$ cat config.mk
export PLATFORM = sky130hd
export DESIGN_NAME = mem_port_arbiter_flat
export DESIGN_NICKNAME = d
export VERILOG_FILES = /design/src/rtl/mem_port_arbiter_if.sv /design/src/rtl/mem_port_arbiter.sv /design/src/flat_wrapper.sv
export SDC_FILE = /design/constraint.sdc
export NUM_CORES = 1
export LEC_CHECK = 0
export ABC_CLOCK_PERIOD_IN_PS = 1900
export BUFFER_PORTS_ARGS = -buffer_cell sky130_fd_sc_hd__buf_4
export CAP_MARGIN = 20
export CORE_UTILIZATION = 46
export DETAILED_ROUTE_END_ITERATION = 10
export GPL_TIMING_DRIVEN = 0
export HOLD_SLACK_MARGIN = 0.02
export PLACE_DENSITY = 0.86
export SLEW_MARGIN = 20
export SYNTH_ARGS = -nofsm -noshare
export SYNTH_HDL_FRONTEND = slang
export SYNTH_SLANG_ARGS = --single-unit
$ cat constraint.sdc
create_clock -name clk -period 1.9 [get_ports clk]
set_input_delay 0 -clock clk [delete_from_list [all_inputs] [get_ports clk]]
set_output_delay 0 -clock clk [all_outputs]
set_load 0.05 [all_outputs]
$ cat src/rtl/mem_port_arbiter_if.sv
// Bundle of the fetch/data requester signals and the shared sram-like memory port
// that mem_port_arbiter multiplexes between them.
interface mem_port_arbiter_if;
    // Fetch requester
    logic        inst_req;
    logic [31:0] inst_addr;
    logic [31:0] inst_rdata;
    logic        inst_stall;

    // Load/store requester
    logic        data_req;
    logic        data_wr;
    logic [3:0]  data_wstrb;
    logic [31:0] data_addr;
    logic [31:0] data_wdata;
    logic [31:0] data_rdata;
    logic        data_stall;

    // Pipeline-wide stall from the CPU
    logic        cpu_stall;

    // Single-outstanding memory port
    logic        mem_req;
    logic        mem_wr;
    logic [3:0]  mem_wstrb;
    logic [31:0] mem_addr;
    logic [31:0] mem_wdata;
    logic        mem_addr_ok;
    logic        mem_data_ok;
    logic [31:0] mem_rdata;

    // CPU and memory side: drives requests and memory responses
    modport master (
        output inst_req, inst_addr,
        output data_req, data_wr, data_wstrb, data_addr, data_wdata,
        output cpu_stall,
        output mem_addr_ok, mem_data_ok, mem_rdata,
        input  inst_rdata, inst_stall, data_rdata, data_stall,
        input  mem_req, mem_wr, mem_wstrb, mem_addr, mem_wdata
    );

    // Arbiter side
    modport slave (
        input  inst_req, inst_addr,
        input  data_req, data_wr, data_wstrb, data_addr, data_wdata,
        input  cpu_stall,
        input  mem_addr_ok, mem_data_ok, mem_rdata,
        output inst_rdata, inst_stall, data_rdata, data_stall,
        output mem_req, mem_wr, mem_wstrb, mem_addr, mem_wdata
    );
endinterface

$ cat src/rtl/mem_port_arbiter.sv
// Shares one single-outstanding sram-like memory port between instruction fetch
// and data access; data wins contention, completions are held as per-owner done flags.
module mem_port_arbiter (
    input  logic                      clk,
    input  logic                      rst,
    mem_port_arbiter_if.slave         bus
);

    typedef enum logic [1:0] {
        ST_IDLE = 2'd0,
        ST_ADDR = 2'd1,
        ST_DATA = 2'd2
    } state_t;

    localparam int N_OWNER    = 2;
    localparam bit OWNER_INST = 1'b0;
    localparam bit OWNER_DATA = 1'b1;

    state_t      state_q, state_d;
    logic        owner_q, owner_d;
    logic        req_wr_q, req_wr_d;
    logic [3:0]  req_wstrb_q, req_wstrb_d;
    logic [31:0] req_addr_q, req_addr_d;
    logic [31:0] req_wdata_q, req_wdata_d;

    logic [N_OWNER-1:0] done_all;
    logic [31:0]        rdata_all [N_OWNER];

    logic inst_pend;
    logic data_pend;
    logic complete;

    assign inst_pend = bus.inst_req & ~done_all[OWNER_INST];
    assign data_pend = bus.data_req & ~done_all[OWNER_DATA];
    // mem_data_ok only means something while a transaction waits for data
    assign complete  = (state_q == ST_DATA) & bus.mem_data_ok;

    always_comb begin
        state_d     = state_q;
        owner_d     = owner_q;
        req_wr_d    = req_wr_q;
        req_wstrb_d = req_wstrb_q;
        req_addr_d  = req_addr_q;
        req_wdata_d = req_wdata_q;

        case (state_q)
            ST_IDLE: begin
                if (data_pend) begin
                    state_d     = ST_ADDR;
                    owner_d     = OWNER_DATA;
                    req_wr_d    = bus.data_wr;
                    req_wstrb_d = bus.data_wstrb;
                    req_addr_d  = bus.data_addr;
                    req_wdata_d = bus.data_wdata;
                end else if (inst_pend) begin
                    state_d     = ST_ADDR;
                    owner_d     = OWNER_INST;
                    req_wr_d    = 1'b0;
                    req_wstrb_d = 4'b0000;
                    req_addr_d  = bus.inst_addr;
                    req_wdata_d = 32'h0;
                end
            end
            ST_ADDR: begin
                if (bus.mem_addr_ok) begin
                    state_d = ST_DATA;
                end
            end
            ST_DATA: begin
                if (bus.mem_data_ok) begin
                    state_d = ST_IDLE;
                end
            end
            default: begin
                state_d = ST_IDLE;
            end
        endcase
    end

    always_ff @(posedge clk or negedge rst) begin
        if (!rst) begin
            state_q     <= ST_IDLE;
            owner_q     <= OWNER_INST;
            req_wr_q    <= 1'b0;
            req_wstrb_q <= 4'b0000;
            req_addr_q  <= 32'h0;
            req_wdata_q <= 32'h0;
        end else begin
            state_q     <= state_d;
            owner_q     <= owner_d;
            req_wr_q    <= req_wr_d;
            req_wstrb_q <= req_wstrb_d;
            req_addr_q  <= req_addr_d;
            req_wdata_q <= req_wdata_d;
        end
    end

    // Per-owner completion flag and read-data holding register
    genvar gi;
    generate
        for (gi = 0; gi < N_OWNER; gi++) begin : g_owner
            logic        owner_hit;
            logic        done_q, done_d;
            logic [31:0] rdata_q, rdata_d;

            assign owner_hit = complete & (owner_q == 1'(gi));

            // Completion beats the clear so a finish during cpu_stall=0 is still seen
            always_comb begin
                done_d  = done_q;
                rdata_d = rdata_q;
                if (owner_hit) begin
                    done_d = 1'b1;
                end else if (!bus.cpu_stall) begin
                    done_d = 1'b0;
                end
                if (owner_hit && !req_wr_q) begin
                    rdata_d = bus.mem_rdata;
                end
            end

            always_ff @(posedge clk or negedge rst) begin
                if (!rst) begin
                    done_q  <= 1'b0;
                    rdata_q <= 32'h0;
                end else begin
                    done_q  <= done_d;
                    rdata_q <= rdata_d;
                end
            end

            assign done_all[gi]  = done_q;
            assign rdata_all[gi] = rdata_q;
        end
    endgenerate

    assign bus.inst_rdata = rdata_all[OWNER_INST];
    assign bus.data_rdata = rdata_all[OWNER_DATA];
    assign bus.inst_stall = inst_pend;
    assign bus.data_stall = data_pend;

    assign bus.mem_req   = (state_q == ST_ADDR);
    assign bus.mem_wr    = req_wr_q;
    assign bus.mem_wstrb = req_wstrb_q;
    assign bus.mem_addr  = req_addr_q;
    assign bus.mem_wdata = req_wdata_q;

endmodule

$ cat src/flat_wrapper.sv
// flat-port wrapper written by rule: the top's interface ports become plain ports
module mem_port_arbiter_flat 
  (clk, rst, bus_inst_req, bus_inst_addr, bus_data_req, bus_data_wr, bus_data_wstrb, bus_data_addr, bus_data_wdata, bus_cpu_stall, bus_mem_addr_ok, bus_mem_data_ok, bus_mem_rdata, bus_inst_rdata, bus_inst_stall, bus_data_rdata, bus_data_stall, bus_mem_req, bus_mem_wr, bus_mem_wstrb, bus_mem_addr, bus_mem_wdata);
  mem_port_arbiter_if bus_i ();
  input  logic clk;
  input  logic rst;
  input wire logic [$bits(bus_i.inst_req)-1:0] bus_inst_req;
  input wire logic [$bits(bus_i.inst_addr)-1:0] bus_inst_addr;
  input wire logic [$bits(bus_i.data_req)-1:0] bus_data_req;
  input wire logic [$bits(bus_i.data_wr)-1:0] bus_data_wr;
  input wire logic [$bits(bus_i.data_wstrb)-1:0] bus_data_wstrb;
  input wire logic [$bits(bus_i.data_addr)-1:0] bus_data_addr;
  input wire logic [$bits(bus_i.data_wdata)-1:0] bus_data_wdata;
  input wire logic [$bits(bus_i.cpu_stall)-1:0] bus_cpu_stall;
  input wire logic [$bits(bus_i.mem_addr_ok)-1:0] bus_mem_addr_ok;
  input wire logic [$bits(bus_i.mem_data_ok)-1:0] bus_mem_data_ok;
  input wire logic [$bits(bus_i.mem_rdata)-1:0] bus_mem_rdata;
  output wire logic [$bits(bus_i.inst_rdata)-1:0] bus_inst_rdata;
  output wire logic [$bits(bus_i.inst_stall)-1:0] bus_inst_stall;
  output wire logic [$bits(bus_i.data_rdata)-1:0] bus_data_rdata;
  output wire logic [$bits(bus_i.data_stall)-1:0] bus_data_stall;
  output wire logic [$bits(bus_i.mem_req)-1:0] bus_mem_req;
  output wire logic [$bits(bus_i.mem_wr)-1:0] bus_mem_wr;
  output wire logic [$bits(bus_i.mem_wstrb)-1:0] bus_mem_wstrb;
  output wire logic [$bits(bus_i.mem_addr)-1:0] bus_mem_addr;
  output wire logic [$bits(bus_i.mem_wdata)-1:0] bus_mem_wdata;
  assign bus_i.inst_req = bus_inst_req;
  assign bus_i.inst_addr = bus_inst_addr;
  assign bus_i.data_req = bus_data_req;
  assign bus_i.data_wr = bus_data_wr;
  assign bus_i.data_wstrb = bus_data_wstrb;
  assign bus_i.data_addr = bus_data_addr;
  assign bus_i.data_wdata = bus_data_wdata;
  assign bus_i.cpu_stall = bus_cpu_stall;
  assign bus_i.mem_addr_ok = bus_mem_addr_ok;
  assign bus_i.mem_data_ok = bus_mem_data_ok;
  assign bus_i.mem_rdata = bus_mem_rdata;
  assign bus_inst_rdata = bus_i.inst_rdata;
  assign bus_inst_stall = bus_i.inst_stall;
  assign bus_data_rdata = bus_i.data_rdata;
  assign bus_data_stall = bus_i.data_stall;
  assign bus_mem_req = bus_i.mem_req;
  assign bus_mem_wr = bus_i.mem_wr;
  assign bus_mem_wstrb = bus_i.mem_wstrb;
  assign bus_mem_addr = bus_i.mem_addr;
  assign bus_mem_wdata = bus_i.mem_wdata;
  mem_port_arbiter u_core (.clk(clk), .rst(rst), .bus(bus_i));
endmodule
==> run_summary.xml, run 1 <==
<?xml version="1.0" encoding="UTF-8"?>
<metrics>
  <group name="floorplan">
    <metric name="initial_utilization" unit="%">47.86</metric>
    <metric name="die_width" unit="um">111.7</metric>
    <metric name="rows" unit="">39</metric>
    <metric name="core_area" unit="sq mm">0.01156</metric>
    <metric name="die_height" unit="um">111.7</metric>
    <metric name="dieArea" unit="sq mm">0.01248</metric>
    <metric name="top_level_ports" unit="">276</metric>
  </group>
  <group name="cts">
    <metric name="ctsLongestPathBuffers" unit="">2</metric>
    <metric name="cts_setup_buffers" unit="">0</metric>
    <metric name="cts_htree_levels" unit="">4</metric>
    <metric name="tritoncts" unit="">built</metric>
    <metric name="cts.sinks" unit="">138</metric>
    <metric name="clock-root-buffer" unit="">sky130_fd_sc_hd__clkbuf_16</metric>
    <metric name="clkTransAtPathRegs" unit="ns">0.06</metric>
    <metric name="post_cts.resized_instances" unit="">0</metric>
    <metric name="insertion_delay_of_the_later_clocked_pin_in_the_worst_skew_pair" unit="ns">0.41</metric>
    <metric name="cts_made_buffers" unit="">17</metric>
  </group>
  <group name="routing">
    <metric name="drt-wirelength-per-cell" unit="um">21.74</metric>
    <metric name="route.antenna.remaining_nets" unit="">0</metric>
    <metric name="initialDrtViolationCount" unit="">238</metric>
    <metric name="drt_drc_violations_left" unit="">18</metric>
    <metric name="drt_wl_total" unit="mm">20.35</metric>
    <metric name="vias_per_cell" unit="">5.200</metric>
    <metric name="route.vias.total" unit="">4867</metric>
    <metric name="firstDrtPassIters" unit="">7</metric>
  </group>
  <group name="logic_synthesis">
    <metric name="synth.ff_latch_count" unit="">138</metric>
    <metric name="yosys.cell_types.count" unit="">19</metric>
    <metric name="synthTopCellsByArea" unit="">sky130_fd_sc_hd__dfrtp_1, sky130_fd_sc_hd__mux2_2, sky130_fd_sc_hd__a22o_1, sky130_fd_sc_hd__mux2_1, sky130_fd_sc_hd__buf_6</metric>
    <metric name="synth-warning-count" unit="">0</metric>
    <metric name="post_synth_instance_area" unit="sq mm">0.005535</metric>
    <metric name="post_synth_inst_count" unit="">345</metric>
    <metric name="post_synthesis_net_count" unit="">485</metric>
    <metric name="syn_avg_cell_area" unit="sq um">16.04</metric>
    <metric name="most_area_hungry_cell_type_in_the_yosys_netlist" unit="">sky130_fd_sc_hd__dfrtp_1</metric>
    <metric name="seq_area_frac_synth" unit="%">62.39</metric>
    <metric name="post-synth-top-area-fraction" unit="%">62.39</metric>
  </group>
  <group name="power_and_ir_drop">
    <metric name="seq_power_share" unit="%">27.3</metric>
    <metric name="p_comb_share" unit="%">54.9</metric>
    <metric name="netSwitchingFraction" unit="%">47.51</metric>
    <metric name="power.static_leakage" unit="uW">0.004801</metric>
    <metric name="power_report.internal_total" unit="uW">10340</metric>
    <metric name="relative_contribution_of_the_clock_network_to_total_power" unit="%">17.8</metric>
    <metric name="irDropWorstVdd" unit="mV">1.452</metric>
    <metric name="switchingPower" unit="uW">9356</metric>
    <metric name="power_per_cell_area" unit="mW/mm^2">2004</metric>
  </group>
  <group name="placed_design">
    <metric name="io_buffer_count" unit="">275</metric>
    <metric name="detailedPlace.worstSlack" unit="ns">0.2292</metric>
    <metric name="placed_cell_area" unit="sq mm">0.007816</metric>
    <metric name="placedCellCount" unit="">764</metric>
    <metric name="gp_congestion" unit="">0.7567</metric>
    <metric name="dpl.hpwl" unit="mm">10.91</metric>
  </group>
  <group name="status">
    <metric name="run_status" unit="">finished with violations</metric>
    <metric name="failing_checks" unit="">design-rule violations</metric>
  </group>
  <group name="sta">
    <metric name="fin_hold_viols" unit="">0</metric>
    <metric name="finalSetupViolations" unit="">0</metric>
    <metric name="totalNegativeSetupSlack" unit="ns">0</metric>
    <metric name="max_slew_headroom" unit="%">59.63</metric>
    <metric name="worst_slack" unit="ns">0.2055</metric>
    <metric name="final_max_slew_viol_count" unit="">0</metric>
    <metric name="rsz0062_at_grt" unit="">no</metric>
    <metric name="tightest_slew" unit="ns">0.6056</metric>
    <metric name="max_clock_freq" unit="GHz">0.5901</metric>
    <metric name="part_of_the_cycle_the_worst_path_needs" unit="%">89.18</metric>
    <metric name="finClkSkew" unit="ns">0.007695</metric>
    <metric name="final_min_period" unit="ns">1.694</metric>
    <metric name="fin_hold_ws" unit="ns">0.05292</metric>
  </group>
  <group name="hold_path">
    <metric name="worstHoldPathType" unit="">primary input to async pin</metric>
  </group>
  <group name="final_layout">
    <metric name="area_growth_syn_to_layout" unit="%">77.58</metric>
    <metric name="layout.cells.non_filler" unit="">936</metric>
    <metric name="final_nets" unit="">918</metric>
    <metric name="stdcell_area" unit="sq mm">0.009829</metric>
    <metric name="post_route_cells_drive_above_1_share" unit="%">56.76</metric>
  </group>
  <group name="global_route">
    <metric name="wire_length_of_the_first_global_routing_pass" unit="mm">31.26</metric>
    <metric name="global_route.usage.total" unit="%">34.05</metric>
    <metric name="aggregate_global_routing_overflow" unit="">0</metric>
    <metric name="first_global_vias" unit="">5612</metric>
    <metric name="initial_antenna_violation_count" unit="">2</metric>
    <metric name="grt_start_max_net_pins" unit="">99</metric>
  </group>
  <group name="worst_setup_path">
    <metric name="worst_r2r_path_depth" unit="">4</metric>
    <metric name="crit_path_start_kind" unit="">flop</metric>
    <metric name="worstPathRequired" unit="ns">2.18</metric>
    <metric name="worst-endpoint-arrival" unit="ns">1.98</metric>
    <metric name="worstSetupPathType" unit="">flop to flop</metric>
    <metric name="timing.critical_path.fanout_max" unit="">10</metric>
    <metric name="end_kind" unit="">flop</metric>
  </group>
  <group name="flow_run">
    <metric name="maximum_capacitance_violations" unit="">0</metric>
  </group>
</metrics>
-- per-layer routing --
metal | global-route usage [%] | wire [um] | share of wire [%]
met5 | 0 | 0 | 0
met4 | 18.47 | 855 | 4.2
met3 | 10.23 | 1519 | 7.5
met2 | 63.40 | 11000 | 54
met1 | 33.64 | 6975 | 34
-- timing repair --
item,in CTS,in global routing
hold buffers,138,0
setup endpoints to repair,0,0
hold endpoints to repair,275,0
-- final cells by class --
cell class	instances	area (sq um)
clock inverters	13	173.9
diodes	2	5.005
repair buffers	414	3481
flip-flops and latches	138	3453
plain buffers	21	170.2
inverters	2	7.507
clock buffers	19	452.9
fillers	555	1735
multi-input cells	184	1907
well taps	143	178.9
-- registers in the layout, summed over array words and instances (netlist names) --
register,count
u_core.bus.mem_wr,1
u_core.bus.mem_wstrb,4
u_core.bus.inst_rdata,32
u_core.g_owner.done_q,2
u_core.bus.mem_addr,32
u_core.bus.mem_wdata,32
u_core.bus.data_rdata,32
u_core.state_q,2
u_core.owner_q,1
-- path summary, 6_finish.rpt --
kind | from | end | slack (ns)
worst min register to register | u_core.bus.data_rdata[4] | u_core.bus.data_rdata[4] | 0.49
worst max-delay path | u_core.state_q[0] | u_core.bus.data_rdata[19] | 0.21
worst max register to register | u_core.state_q[0] | u_core.bus.data_rdata[19] | 0.21
worst min-delay path | rst | u_core.bus.data_rdata[11] | 0.05
max in group asynchronous | rst | u_core.bus.data_rdata[31] | 1.05
min in group clk | bus_inst_req | u_core.owner_q | 0.06
-- through the flow --
| step | util (%) | total power [uW] |
|---|---|---|
| 2_1_floorplan | - | 12210 |
| 3_3_place_gp | 67.28 | 15290 |
| 3_5_place_dp | 67.59 | 15570 |
| 4_1_cts | 84.95 | 19350 |
| 5_1_grt | 84.99 | 20330 |
| 6_report | 84.99 | 19690 |
-- worst max-delay path, cell delays in order (launching register included) --
cell and delay [ns]:
sky130_fd_sc_hd__dfrtp_1 0.41, sky130_fd_sc_hd__nand3b_4 0.21, sky130_fd_sc_hd__nor3_4 0.35, sky130_fd_sc_hd__buf_6 0.23, sky130_fd_sc_hd__mux2_1 0.37
-- synthesized netlist by cell type, drive strengths merged --
cell,n
nor2,1
nor3,2
dfrtp,138
inv,2
and2,1
a22o,37
mux2,128
nand2,4
buf,20
clkbuf,1
nand2b,2
nand3b,1
nor2b,2
o21ai,5
a21o,1
-- power groups by stage --
stage / combinational (uW) / clock [uW] / sequential, uW
4_1_cts: 10600 / 3510 / 5210
3_5_place_dp: 10400 / 0 / 5210
2_1_floorplan: 2290 / 0 / 9910
5_1_grt: 11200 / 3650 / 5510
6_report: 10800 / 3500 / 5380
3_3_place_gp: 10200 / 0 / 5120
-- layout by cell type (no fill, tap or decap), types with 2 or more instances in the layout --
cell                            netlist  layout
sky130_fd_sc_hd__nor3_4               2       2
sky130_fd_sc_hd__dlygate4sd3_1        0     138
sky130_fd_sc_hd__mux2_1              12      12
sky130_fd_sc_hd__nand2_1              4       4
sky130_fd_sc_hd__diode_2              0       2
sky130_fd_sc_hd__clkbuf_8             0       2
sky130_fd_sc_hd__clkinvlp_4           0       2
sky130_fd_sc_hd__buf_4                9     283
sky130_fd_sc_hd__inv_1                2       2
sky130_fd_sc_hd__buf_2                4       4
sky130_fd_sc_hd__mux2_2             116     116
sky130_fd_sc_hd__nand2b_1             2       2
sky130_fd_sc_hd__bufinv_16            0       4
sky130_fd_sc_hd__o21ai_0              4       4
sky130_fd_sc_hd__a22o_1              37      37
sky130_fd_sc_hd__buf_6                7       7
sky130_fd_sc_hd__clkinv_2             0       6
sky130_fd_sc_hd__clkbuf_16            0      17
sky130_fd_sc_hd__dfrtp_1            138     138
-- cell families after synthesis --
kind of cell,after synthesis,synth area share (%)
muxes,128,26.04
DFF,138,62.39
buffers and inverters,23,3.210
AOI/OAI and AO/OA,43,6.510
and+or+nand+nor,13,1.853
(Power assumes the default switching activity.)
==> inputs of run 2 (changes only) <==
- RECOVER_POWER: unset -> 100
==> run 2 against run 1 <==
The flow still finishes with violations (design-rule violations); sequential share of layout area grew 2.0 points; sequential power shrank 0.7%; wire length is essentially flat; critical path type unchanged; largest cell class is now registers.
==> run_summary.xml, run 2 (synthesis results as in run 1) <==
<?xml version="1.0" encoding="UTF-8"?>
<metrics>
  <group name="worst_setup_path">
    <metric name="worst-endpoint-arrival" unit="ns">2.03</metric>
    <metric name="end_kind" unit="">flop</metric>
    <metric name="critical_path.top_delay_family" unit="">simple AND/OR/NAND/NOR gates</metric>
    <metric name="r2r_end" unit="">u_core.bus.inst_rdata[24]</metric>
    <metric name="timing.critical_path.fanout_max" unit="">10</metric>
    <metric name="cp_slowest_stage_delay" unit="ns">0.41</metric>
    <metric name="cp_cell_instances" unit="">nand3b_4 -&gt; nor3_4 -&gt; clkbuf_2 -&gt; mux2_2</metric>
    <metric name="reg2reg_from" unit="">u_core.state_q[0]</metric>
    <metric name="cp-startpoint" unit="">u_core.state_q[0]</metric>
    <metric name="worstPathRequired" unit="ns">2.19</metric>
    <metric name="r2r_slack" unit="ns">0.16</metric>
    <metric name="critPathCapture" unit="">u_core.bus.inst_rdata[24]</metric>
    <metric name="crit_buf_inv" unit="">1</metric>
    <metric name="worstSetupPathType" unit="">flop to flop</metric>
    <metric name="crit_path_start_kind" unit="">flop</metric>
    <metric name="slowest_stage" unit="">sky130_fd_sc_hd__dfrtp_1</metric>
    <metric name="cp_num_cells" unit="">4</metric>
    <metric name="worst_r2r_path_depth" unit="">4</metric>
  </group>
  <group name="global_route">
    <metric name="grt.met2_usage" unit="%">63.40</metric>
    <metric name="first_global_vias" unit="">5612</metric>
    <metric name="global_route.usage.met3" unit="%">10.23</metric>
    <metric name="grt_start_max_net_pins" unit="">99</metric>
    <metric name="grtUsageMet1" unit="%">33.64</metric>
    <metric name="grt_most_used_layer" unit="">met2</metric>
    <metric name="global_route.usage.total" unit="%">34.05</metric>
    <metric name="initial_antenna_violation_count" unit="">2</metric>
    <metric name="wire_length_of_the_first_global_routing_pass" unit="mm">31.26</metric>
    <metric name="aggregate_global_routing_overflow" unit="">0</metric>
  </group>
  <group name="cts">
    <metric name="clkTransAtPathRegs" unit="ns">0.06</metric>
    <metric name="cts_htree_levels" unit="">4</metric>
    <metric name="cts_setup_buffers" unit="">0</metric>
    <metric name="insertion_delay_of_the_later_clocked_pin_in_the_worst_skew_pair" unit="ns">0.41</metric>
    <metric name="ctsLongestPathBuffers" unit="">2</metric>
    <metric name="cts_made_buffers" unit="">17</metric>
    <metric name="clock-root-buffer" unit="">sky130_fd_sc_hd__clkbuf_16</metric>
    <metric name="cts.sinks" unit="">138</metric>
    <metric name="tritoncts" unit="">built</metric>
    <metric name="post_cts.resized_instances" unit="">0</metric>
  </group>
  <group name="status">
    <metric name="failing_checks" unit="">design-rule violations</metric>
    <metric name="run_status" unit="">finished with violations</metric>
  </group>
  <group name="placed_design">
    <metric name="dpl.hpwl" unit="mm">10.91</metric>
    <metric name="gp_congestion" unit="">0.7567</metric>
    <metric name="placed_cell_area" unit="sq mm">0.007816</metric>
    <metric name="io_buffer_count" unit="">275</metric>
  </group>
  <group name="floorplan">
    <metric name="core_area" unit="sq mm">0.01156</metric>
    <metric name="rows" unit="">39</metric>
    <metric name="die_height" unit="um">111.7</metric>
    <metric name="die_width" unit="um">111.7</metric>
    <metric name="initial_utilization" unit="%">47.86</metric>
    <metric name="dieArea" unit="sq mm">0.01248</metric>
    <metric name="top_level_ports" unit="">276</metric>
  </group>
  <group name="power_and_ir_drop">
    <metric name="power_report.internal_total" unit="uW">9083</metric>
    <metric name="netSwitchingFraction" unit="%">50.64</metric>
    <metric name="p_comb_share" unit="%">51.9</metric>
    <metric name="power_per_cell_area" unit="mW/mm^2">1978</metric>
    <metric name="switchingPower" unit="uW">9317</metric>
    <metric name="irDropWorstVdd" unit="mV">1.285</metric>
    <metric name="seq_power_share" unit="%">29.0</metric>
    <metric name="power.static_leakage" unit="uW">0.004285</metric>
    <metric name="relative_contribution_of_the_clock_network_to_total_power" unit="%">19.0</metric>
  </group>
  <group name="final_layout">
    <metric name="area_growth_syn_to_layout" unit="%">68.06</metric>
    <metric name="layout_common_cells" unit="">sky130_fd_sc_hd__buf_4, sky130_fd_sc_hd__dlygate4sd3_1, sky130_fd_sc_hd__dfrtp_1, sky130_fd_sc_hd__clkbuf_1, sky130_fd_sc_hd__mux2_2</metric>
    <metric name="post_route_cells_drive_above_1_share" unit="%">38.56</metric>
    <metric name="stdcell_area" unit="sq mm">0.009303</metric>
    <metric name="layout.cells.most_common" unit="">sky130_fd_sc_hd__buf_4</metric>
    <metric name="final_nets" unit="">918</metric>
  </group>
  <group name="sta">
    <metric name="fin_hold_ws" unit="ns">0.05937</metric>
    <metric name="final_max_slew_viol_count" unit="">0</metric>
    <metric name="max_slew_headroom" unit="%">26.05</metric>
    <metric name="max_clock_freq" unit="GHz">0.5748</metric>
    <metric name="finalSetupViolations" unit="">0</metric>
    <metric name="final_min_period" unit="ns">1.740</metric>
    <metric name="rsz0062_at_grt" unit="">no</metric>
    <metric name="part_of_the_cycle_the_worst_path_needs" unit="%">91.57</metric>
    <metric name="totalNegativeSetupSlack" unit="ns">0</metric>
    <metric name="tightest_slew" unit="ns">1.109</metric>
    <metric name="fin_hold_viols" unit="">0</metric>
    <metric name="finClkSkew" unit="ns">0.006402</metric>
  </group>
  <group name="routing">
    <metric name="route.vias.total" unit="">4889</metric>
    <metric name="firstDrtPassIters" unit="">7</metric>
    <metric name="drt_wl_total" unit="mm">20.34</metric>
    <metric name="initialDrtViolationCount" unit="">272</metric>
    <metric name="drt_drc_violations_left" unit="">18</metric>
    <metric name="drt-wirelength-per-cell" unit="um">21.73</metric>
    <metric name="route.antenna.remaining_nets" unit="">0</metric>
    <metric name="vias_per_cell" unit="">5.223</metric>
  </group>
  <group name="hold_path">
    <metric name="worstHoldPathType" unit="">primary input to flop</metric>
  </group>
  <group name="flow_run">
    <metric name="maximum_capacitance_violations" unit="">0</metric>
  </group>
</metrics>
==> run 2: changes by cell type in the layout (fill, tap and decap cells not counted), moves of 6 or more <==
cell / previous run / this run
sky130_fd_sc_hd__buf_4: 283 / 144
sky130_fd_sc_hd__mux2_1: 12 / 21
sky130_fd_sc_hd__clkbuf_2: 0 / 6
sky130_fd_sc_hd__mux2_2: 116 / 107
sky130_fd_sc_hd__clkbuf_1: 1 / 136
==> run 2: final cells by class <==
| class | count | area (sq um) |
|---|---|---|
| antenna | 2 | 5.005 |
| buffer | 21 | 162.7 |
| clock buffer | 19 | 452.9 |
| clock inverter | 13 | 173.9 |
| fill | 741 | 2262 |
| inverter | 2 | 7.507 |
| multi-input combinational | 184 | 1907 |
| sequential | 138 | 3453 |
| tap | 143 | 178.9 |
| timing repair buffer | 414 | 2962 |
==> run 2: worst min-delay path by stage <==
stage / startpoint / to / slack [ns] / cells past startpoint
6_report: bus_inst_req / u_core.owner_q / 0.06 / 4
5_1_grt: bus_inst_req / u_core.owner_q / 0.07 / 4
4_1_cts: bus_inst_req / u_core.owner_q / 0.04 / 4
3_5_place_dp: rst / u_core.bus.data_rdata[11] / -0.10 / 1
3_3_place_gp: bus_mem_addr_ok / u_core.state_q[0] / 0.21 / 2
2_1_floorplan: rst / u_core.bus.data_rdata[0] / -0.30 / 0
==> run 2: repair_timing <==
action	4_1_cts	5_1_grt
endpoints found under the setup margin	0	0
hold buffers	138	0
endpoints found under the hold margin	275	0
==> run 2: tightest hold or removal path, cell delays in order <==
cell and delay, ns:
sky130_fd_sc_hd__buf_4 0.11, sky130_fd_sc_hd__nor2b_2 0.16, sky130_fd_sc_hd__nand2_1 0.06, sky130_fd_sc_hd__a21o_1 0.10
==> run 2: through the flow <==
stage	utilization (%)	total power (uW)	setup WS, ns	cells
2_1_floorplan	-	12210	0.2471	345
3_3_place_gp	67.28	15290	0.2726	763
3_5_place_dp	67.59	15570	0.2292	764
4_1_cts	84.95	19350	0.2096	934
5_1_grt	80.44	19030	0.07202	936
6_report	80.44	18400	0.1602	936
==> run 2: power by group through the flow <==
stage                     Sequential [uW]  Combinational (uW)  Clock (uW)
after floorplan                      9910                2290           0
after global routing                 5470                9900        3650
final                                5340                9560        3500
after CTS                            5210               10600        3510
after detailed placement             5210               10400           0
after global placement               5120               10200           0
==> run 2: metal layers <==
metal | share of wire [%] | vias to the layer above
li1 | - | 2139
met5 | 0 | -
met1 | 34 | 2421
met4 | 4.1 | 0
met3 | 7.7 | 65
met2 | 54 | 264
==> inputs of run 3 (changes only) <==
- CORE_ASPECT_RATIO: unset -> 0.7
==> run 3 against run 2 <==
The run now ends clean; register-to-register slack barely moved; cell area down 0.35%; critical endpoint is now u_core.bus.data_rdata[20]; largest power group unchanged; first-iteration DRC count fell by 33%; sequential share of layout area up 0.13 points; global-route usage is 2.7 points lower; cell count is 1.4% higher; die area about the same; core utilization fell by 1.4 points.
==> run_summary.xml, run 3 (synthesis results as in run 1) <==
<?xml version="1.0" encoding="UTF-8"?>
<metrics>
  <group name="worst_setup_path">
    <metric name="slowest_stage" unit="">sky130_fd_sc_hd__nor3_2</metric>
    <metric name="crit_path_start_kind" unit="">flop</metric>
    <metric name="cp_cell_instances" unit="">nand3b_4 -&gt; nor3_2 -&gt; buf_6 -&gt; mux2_2</metric>
    <metric name="worstPathRequired" unit="ns">2.18</metric>
    <metric name="r2r_slack" unit="ns">0.15</metric>
    <metric name="worstSetupPathType" unit="">flop to flop</metric>
    <metric name="critical_path.top_delay_family" unit="">simple AND/OR/NAND/NOR gates</metric>
    <metric name="worst-endpoint-arrival" unit="ns">2.04</metric>
    <metric name="cp_slowest_stage_delay" unit="ns">0.44</metric>
    <metric name="crit_buf_inv" unit="">1</metric>
    <metric name="end_kind" unit="">flop</metric>
    <metric name="timing.critical_path.fanout_max" unit="">10</metric>
  </group>
  <group name="routing">
    <metric name="firstDrtPassIters" unit="">4</metric>
    <metric name="vias_per_cell" unit="">5.081</metric>
    <metric name="initialDrtViolationCount" unit="">181</metric>
    <metric name="route.antenna.remaining_nets" unit="">0</metric>
    <metric name="drt_wl_total" unit="mm">19.03</metric>
    <metric name="drt-wirelength-per-cell" unit="um">20.06</metric>
    <metric name="drt_drc_violations_left" unit="">0</metric>
    <metric name="route.vias.total" unit="">4822</metric>
  </group>
  <group name="cts">
    <metric name="cts_setup_buffers" unit="">0</metric>
    <metric name="clkTransAtPathRegs" unit="ns">0.06</metric>
    <metric name="clock-root-buffer" unit="">sky130_fd_sc_hd__clkbuf_16</metric>
    <metric name="tritoncts" unit="">built</metric>
    <metric name="ctsLongestPathBuffers" unit="">2</metric>
    <metric name="cts_htree_levels" unit="">4</metric>
    <metric name="cts.sinks" unit="">138</metric>
    <metric name="insertion_delay_of_the_later_clocked_pin_in_the_worst_skew_pair" unit="ns">0.40</metric>
    <metric name="cts_made_buffers" unit="">17</metric>
  </group>
  <group name="placed_design">
    <metric name="placedCellCount" unit="">778</metric>
    <metric name="gp_congestion" unit="">0.8058</metric>
    <metric name="dpl.hpwl" unit="mm">10.94</metric>
    <metric name="placed_cell_area" unit="sq mm">0.007834</metric>
    <metric name="io_buffer_count" unit="">275</metric>
  </group>
  <group name="floorplan">
    <metric name="core_area" unit="sq mm">0.01173</metric>
    <metric name="die_width" unit="um">133.1</metric>
    <metric name="dieArea" unit="sq mm">0.01248</metric>
    <metric name="initial_utilization" unit="%">47.20</metric>
    <metric name="top_level_ports" unit="">276</metric>
    <metric name="die_height" unit="um">93.78</metric>
    <metric name="rows" unit="">33</metric>
  </group>
  <group name="flow_run">
    <metric name="maximum_capacitance_violations" unit="">0</metric>
  </group>
  <group name="power_and_ir_drop">
    <metric name="power_per_cell_area" unit="mW/mm^2">1953</metric>
    <metric name="power.static_leakage" unit="uW">0.004256</metric>
    <metric name="irDropWorstVdd" unit="mV">1.331</metric>
  </group>
  <group name="sta">
    <metric name="rsz0062_at_grt" unit="">no</metric>
    <metric name="totalNegativeSetupSlack" unit="ns">0</metric>
    <metric name="max_clock_freq" unit="GHz">0.5699</metric>
    <metric name="finalSetupViolations" unit="">0</metric>
    <metric name="finClkSkew" unit="ns">0.009462</metric>
    <metric name="final_min_period" unit="ns">1.755</metric>
    <metric name="final_max_slew_viol_count" unit="">0</metric>
    <metric name="fin_hold_viols" unit="">0</metric>
    <metric name="tightest_slew" unit="ns">0.9823</metric>
    <metric name="max_slew_headroom" unit="%">34.51</metric>
    <metric name="part_of_the_cycle_the_worst_path_needs" unit="%">92.35</metric>
  </group>
  <group name="global_route">
    <metric name="global_route.usage.total" unit="%">31.36</metric>
    <metric name="wire_length_of_the_first_global_routing_pass" unit="mm">29.33</metric>
    <metric name="aggregate_global_routing_overflow" unit="">0</metric>
    <metric name="first_global_vias" unit="">5402</metric>
    <metric name="initial_antenna_violation_count" unit="">0</metric>
    <metric name="grt_start_max_net_pins" unit="">74</metric>
  </group>
  <group name="final_layout">
    <metric name="stdcell_area" unit="sq mm">0.009270</metric>
    <metric name="layout.cells.non_filler" unit="">949</metric>
    <metric name="layout.cells.most_common" unit="">sky130_fd_sc_hd__buf_4</metric>
    <metric name="final_nets" unit="">918</metric>
    <metric name="area_growth_syn_to_layout" unit="%">67.47</metric>
    <metric name="layout_common_cells" unit="">sky130_fd_sc_hd__buf_4, sky130_fd_sc_hd__clkbuf_1, sky130_fd_sc_hd__dlygate4sd3_1, sky130_fd_sc_hd__dfrtp_1, sky130_fd_sc_hd__mux2_2</metric>
    <metric name="post_route_cells_drive_above_1_share" unit="%">39.44</metric>
  </group>
  <group name="hold_path">
    <metric name="worstHoldPathType" unit="">primary input to flop</metric>
  </group>
  <group name="status">
    <metric name="run_status" unit="">finished clean</metric>
  </group>
</metrics>
==> run 3: stage by stage <==
| stage | hold slack [ns] | power (uW) | worst slack (ns) | utilization [%] |
|---|---|---|---|---|
| 2_1_floorplan | -0.2956 | 12210 | 0.2471 | - |
| 3_3_place_gp | 0.2053 | 15280 | 0.1987 | 66.51 |
| 3_5_place_dp | -0.004017 | 15560 | 0.1642 | 66.81 |
| 4_1_cts | 0.05293 | 19150 | 0.1598 | 83.70 |
| 5_1_grt | 0.1005 | 18760 | 0.04251 | 79.03 |
| 6_report | 0.07515 | 18110 | 0.1453 | 79.05 |
==> run 3: what timing repair did <==
action | 4_1_cts | 5_1_grt
hold endpoints to repair | 209 | 0
endpoints found under the setup margin | 0 | 0
gates resized for setup | 0 | 0
hold buffers | 138 | 0
==> run 3: path summary, 6_finish.rpt <==
path                                           start                         to  cells past startpoint
setup / recovery                   u_core.state_q[0]  u_core.bus.data_rdata[20]                      4
hold / removal                          bus_inst_req             u_core.owner_q                      4
setup reg to reg                   u_core.state_q[0]  u_core.bus.data_rdata[20]                      4
hold reg to reg            u_core.bus.data_rdata[26]  u_core.bus.data_rdata[26]                      1
max in group asynchronous                        rst    u_core.bus.mem_addr[19]                      3
min in group asynchronous                        rst  u_core.bus.data_rdata[18]                      2
==> run 3: metal layers <==
metal / GRT usage [%] / part of all wire, % / up-vias
li1: - / - / 2121
met1: 35.86 / 39 / 2424
met2: 55.93 / 52 / 231
met3: 8.145 / 6.1 / 46
met4: 13.83 / 2.9 / 0
met5: 0 / 0 / -
==> run 3: where the power goes <==
group | total [uW] | internal, uW | switching (uW)
sequential | 5290 | 4370 | 923
clock | 3320 | 2080 | 1240
combinational | 9490 | 2480 | 7010
==> run 3: worst register-to-register path, delay by kind of cell (launching register included) <==
kind          cells  cell delay [ns]
buf+inv           1             0.24
flops             1             0.40
mux               1             0.36
simple gates      2             0.64
==> run 3: layout make-up <==
type                    count  area, sq um
repair buffers            414         2948
clock inverters             9        111.4
flip-flops and latches    138         3453
well taps                 157        196.4
clock buffers              23        488.0
fillers                   782         2456
diodes                      1        2.502
multi-input cells         184         1901
plain buffers              21        162.7
inverters                   2        7.507
